### config.mk
export PLATFORM = sky130hd
export DESIGN_NAME = pc_gen_unit
export DESIGN_NICKNAME = d
export VERILOG_FILES = /design/src/rtl/pc_gen_unit.sv
export SDC_FILE = /design/constraint.sdc
export NUM_CORES = 1
export LEC_CHECK = 0
export ABC_AREA = 1
export CAP_MARGIN = 20
export CORE_MARGIN = 1
export CORE_UTILIZATION = 34
export CTS_CLUSTER_SIZE = 10
export DETAILED_ROUTE_END_ITERATION = 7
export GPL_TIMING_DRIVEN = 1
export PLACE_DENSITY = 0.62
export SYNTH_ARGS = -nofsm -noshare
export SYNTH_HDL_FRONTEND = slang
export SYNTH_SLANG_ARGS = --single-unit
### constraint.sdc
create_clock -name i_clk -period 4.2 [get_ports i_clk]
set_input_delay 0.42 -clock i_clk [delete_from_list [all_inputs] [get_ports i_clk]]
set_output_delay 0.42 -clock i_clk [all_outputs]
set_load 0.005 [all_outputs]
### src/rtl/pc_gen_unit.sv
// Program-counter generator for the fetch stage.
// Holds the fetch PC, advances it by STEP on each accepted, unstalled fetch,
// and applies trap / redirect updates with trap > redirect > advance > hold.
// A small BOOT/RUN/HALT FSM gates the fetch request.
//
// Handshake: a fetch is accepted in any cycle where o_pc_valid and
// i_fetch_ready are both high at the rising edge; o_pc_valid depends only on
// registered state, never combinationally on i_fetch_ready.
module pc_gen_unit #(
    parameter int unsigned XLEN         = 32,
    parameter logic [XLEN-1:0] RESET_VECTOR = '0,
    parameter int unsigned STEP         = 4,
    parameter int unsigned CNT_W        = 16
) (
    input  logic             i_clk,
    input  logic             in_rst,
    input  logic             i_stall,
    input  logic             i_fetch_ready,
    input  logic             i_redirect_valid,
    input  logic [XLEN-1:0]  i_redirect_pc,
    input  logic             i_trap_valid,
    input  logic [XLEN-1:0]  i_trap_vector,
    input  logic             i_halt,
    input  logic             i_resume,
    output logic [XLEN-1:0]  o_pc,
    output logic             o_pc_valid,
    output logic [XLEN-1:0]  o_pc_next_seq,
    output logic             o_misalign,
    output logic             o_halted,
    output logic [CNT_W-1:0] o_fetch_cnt,
    output logic [1:0]       o_state
);

    localparam int unsigned AB = $clog2(STEP);

    typedef enum logic [1:0] {
        ST_BOOT = 2'd0,
        ST_RUN  = 2'd1,
        ST_HALT = 2'd2
    } state_t;

    state_t state;
    state_t state_nxt;

    logic            active;
    logic            take_trap;
    logic            redir_req;
    logic            redir_aligned;
    logic            take_redir;
    logic            drop_redir;
    logic            accept;
    logic            advance;
    logic [XLEN-1:0] trap_target;
    logic [XLEN-1:0] pc_nxt;

    // BOOT ignores every request; trap and redirect are honoured in RUN and HALT.
    always_comb begin
        active        = (state != ST_BOOT);
        take_trap     = active & i_trap_valid;
        redir_req     = active & i_redirect_valid & ~take_trap;
        redir_aligned = (i_redirect_pc[AB-1:0] == '0);
        take_redir    = redir_req & redir_aligned;
        drop_redir    = redir_req & ~redir_aligned;
        accept        = o_pc_valid & i_fetch_ready;
        advance       = accept & ~i_stall;
        trap_target   = {i_trap_vector[XLEN-1:AB], {AB{1'b0}}};
    end

    // Next PC in priority order; a dropped redirect falls through to advance.
    always_comb begin
        pc_nxt = o_pc;
        if (take_trap) begin
            pc_nxt = trap_target;
        end else if (take_redir) begin
            pc_nxt = i_redirect_pc;
        end else if (advance) begin
            pc_nxt = o_pc + XLEN'(STEP);
        end
    end

    // State register.
    always_ff @(posedge i_clk or negedge in_rst) begin
        if (!in_rst) begin
            state <= ST_BOOT;
        end else begin
            state <= state_nxt;
        end
    end

    // Next-state logic: halt beats resume; a trap always pulls HALT back to RUN.
    always_comb begin
        state_nxt = state;
        case (state)
            ST_BOOT: state_nxt = ST_RUN;
            ST_RUN: begin
                if (i_halt) begin
                    state_nxt = ST_HALT;
                end
            end
            ST_HALT: begin
                if (i_trap_valid || (i_resume && !i_halt)) begin
                    state_nxt = ST_RUN;
                end
            end
            default: state_nxt = ST_BOOT;
        endcase
    end

    // FSM outputs are decoded from the registered state only.
    always_comb begin
        o_pc_valid = (state == ST_RUN);
        o_halted   = (state == ST_HALT);
        o_state    = state;
    end

    // PC, misalign pulse and fetch counter registers.
    always_ff @(posedge i_clk or negedge in_rst) begin
        if (!in_rst) begin
            o_pc        <= RESET_VECTOR;
            o_misalign  <= 1'b0;
            o_fetch_cnt <= '0;
        end else begin
            o_pc       <= pc_nxt;
            o_misalign <= drop_redir;
            if (accept) begin
                o_fetch_cnt <= o_fetch_cnt + CNT_W'(1);
            end
        end
    end

    // Sequential successor of the current PC, wrapping modulo 2^XLEN.
    always_comb begin
        o_pc_next_seq = o_pc + XLEN'(STEP);
    end

endmodule
==> results.txt <==
----------------------------------------------------
[Yosys]
  Number of register bits inferred by synthesis ... 51
  Most common cell in the netlist ... nand2_1
  Syn Area/Cell ... 6.28 um^2
  Syn_nets ... 677
  Proportion of netlist area held by the largest area contributor ... 33.7%
  Dominant synthesized flop cell ... dfrtp_1
  Proportion of synthesized chip area in sequential cells ... 33.7%
  Post-synth EDFFs ... 0
  Leading post-synthesis cells by cell area ... dfrtp_1, nand2_1, nor2_1
  Commonest cells in the synthesized netlist ... nand2_1, nor2_1, inv_1
  Share of synthesized registers carrying an async set or reset ... 100%
  Number of warning messages in the yosys log ... 0
  Number of instances in the synthesized netlist ... 603
  Synth cell types ... 32
  Dominant cell type by area after synthesis ... dfrtp_1
  Post-synth design cell area ... 3790 um^2

[Pwr]
  Total power ... 3.28 mW
  Highest ir drop seen on vdd ... 269 uV
  Areal power density over the cells ... 597 nW/um^2
  Leakage Power ... 2.68 nW

[Final layout]
  Syn-to-layout area delta ... 45.2%
  Fraction of layout instances using a drive strength above 1 ... 4.41%
  Post-layout net count ... 822
  Post-Layout Inst Area ... 5500 um^2
  Antenna fix cells ... 0
  Post-Layout Cell Count ... 889

[STA]
  Post-route fraction of the period consumed by the critical path ... 64.3%
  Final Slew Violations ... 0
  Smallest setup slack after layout ... 1.50 ns
  Slew margin rel. ... 38.2%
  Post-Route Skew ... 0.00878 ns
  Final hold vios ... 0
  Unrepaired setup endpoints after global routing ... false
  Pin slew with the least headroom to its limit ... 0.926 ns
  Clock period minus final worst setup slack ... 2.70 ns
  Upper clock frequency limit ... 370 MHz
  Finish-stage setup viols ... 0
  Setup tns final ... 0 ns

[Place]
  Placement-stage cell area ... 5410 um^2
  Gpl congestion ... 0.804
  Post-placement cell count ... 881
  Pre-CTS WS ... 1.64 ns
  Count of buffers inserted at the top-level ports ... 154
  DPL Wire Length ... 8620 um

[Clock network]
  Buffer type at the clock tree root ... clkbuf_8
  Setup Buffers After CTS ... 0
  Inserted Clock Buffers ... 5
  Number of sinks handled by clock tree synthesis ... 51
  Resize count post-CTS ... 0
  Maximum clock path buffer count ... 2
  Clock latency on the worst-skew pair ... 0.31 ns
  Number of H-tree levels ... 2
  Reg clk slew, reported paths ... 0.10 ns
  Number of hold buffers added after CTS ... 0
  Clock tree from TritonCTS ... yes

[Setup path]
  Kind of critical path ... flip-flop to primary output
  Worst setup EP type ... primary output
  Required time of the critical path ... 3.78 ns
  Largest fanout on the critical path ... 5
  R2R Setup Slk ... 2.06 ns
  Destination of the worst register-to-register timing path ... o_pc[2]
  Nature of the critical path startpoint ... flip-flop
  Arrival time at the worst endpoint ... 2.28 ns
  Source of the critical timing path ... o_pc[2]
  Capturing instance or port of the critical path ... o_pc_next_seq[22]
  Critical R2R Launch ... o_state[0]
  Worst reg-to-reg path cell count ... 8

[Detailed routing]
  DR DRC count ... 0
  Remaining antenna violation count ... 0
  Number of detailed-route iterations in the first pass ... 4
  Total number of vias ... 4,113
  Post-DR vias/cell ... 4.63
  Routed WL per cell ... 13.1 um
  Count of routing violations after the opening detailed-route iteration ... 148
  Drt total wl ... 11,600 um

[Floorplanning]
  Die outline height ... 108 um
  Horizontal die dimension ... 108 um
  Die area ... 11,600 um^2
  Core outline area ... 10,800 um^2
  Initial standard-cell utilization of the core ... 34.9%
  Standard-cell row count ... 38
  Ports ... 157

[GRT]
  Number of global-route vias before repair ... 3,936
  Antenna violations before repair ... 0
  Wire length of the first global-routing pass ... 19,200 um
  Largest net degree at the start of global routing ... 55
  GRT Resource Usage Total ... 20.6%
  GRT Residual Overflow ... 0

[Job]
  Max-capacitance violation count ... 0

[Worst hold path]
  Hold crit path type ... input port to async pin

[Run status]
  Outcome ... complete, no violations

----------------------------------------------------
## critical path, cell delays in order, from the launching register on
cell,delay (ns)
dfrtp_1,0.43
ha_1,0.23
nand2_1,0.08
nor2_2,0.17
nand2_2,0.16
nor2_4,0.19
nand3_1,0.11
nand2_1,0.09
clkdlybuf4s50_1,0.49
## worst min path at each step
| stage | start | to | slack (ns) | cells past startpoint |
|---|---|---|---|---|
| after global routing | in_rst | o_pc[6] | 0.29 | 2 |
| final | in_rst | o_pc[6] | 0.22 | 2 |
| after global placement | o_fetch_cnt[15] | o_fetch_cnt[15] | 0.48 | 2 |
| after detailed placement | o_fetch_cnt[15] | o_fetch_cnt[15] | 0.48 | 2 |
| after CTS | in_rst | o_pc[6] | 0.25 | 2 |
| after floorplan | in_rst | o_fetch_cnt[0] | 0.12 | 0 |
## layout by cell type (no fill, tap or decap), types with 3 or more instances in the layout
cell type / netlist / layout
nand3b_1: 4 / 4
xnor2_1: 11 / 11
nand2_1: 191 / 191
dfrtp_1: 51 / 51
buf_4: 6 / 3
nand2_2: 4 / 4
a21oi_1: 25 / 25
nor2_1: 124 / 124
o21ai_0: 23 / 23
nand4_1: 6 / 6
nand3_1: 34 / 33
inv_1: 72 / 72
nor2_2: 5 / 5
xor2_1: 9 / 9
clkdlybuf4s50_1: 0 / 153
a31oi_1: 4 / 4
nor2_4: 3 / 3
clkbuf_8: 0 / 5
## final cells by class
class                   count  area, um^2
flip-flops and latches     51        1280
clock buffers               5        68.8
clock inverters             3        20.0
inverters                  75         284
repair buffers            157        1560
well taps                 140         175
fillers                  1127        5340
multi-input cells         458        2120
## state kept, by name, summed over array words and instances (netlist names)
signal,count
o_pc,32
o_state,2
o_misalign,1
o_fetch_cnt,16
## where the power goes
group | internal [mW] | total, mW | switching (mW) | leakage [nW]
sequential | 0.676 | 0.953 | 0.277 | 0.606
combinational | 1.05 | 2.04 | 0.989 | 2.04
clock | 0.117 | 0.296 | 0.180 | 0.0402
## metrics by stage
stage                     util (%)  hold slack [ns]
after global routing          50.7            0.292
after detailed placement      49.9            0.480
final                         50.7            0.217
after CTS                     50.7            0.249
after floorplan                  -            0.124
after global placement        49.9            0.481
## cell families (layout without fill, tap and decap cells)
logic type	Yosys count	count (layout)	synth area share (%)
AND/OR/NAND/NOR	379	379	42.4
buffers and inverters	94	240	10.5
AO/OA/AOI/OAI	56	56	7.63
flip-flops	51	51	33.7
XOR/XNOR	21	21	5.05
adder cells (fa/ha/maj)	2	2	0.661
## layer usage
layer	up-vias	track usage (%)	part of all wire (%)
met2	105	35.3	47
met3	4	4.78	6.6
li1	2147	-	-
met1	1857	26.6	46
met5	-	0	0
met4	0	3.72	0.38
Power figures use the tool's default switching activity.
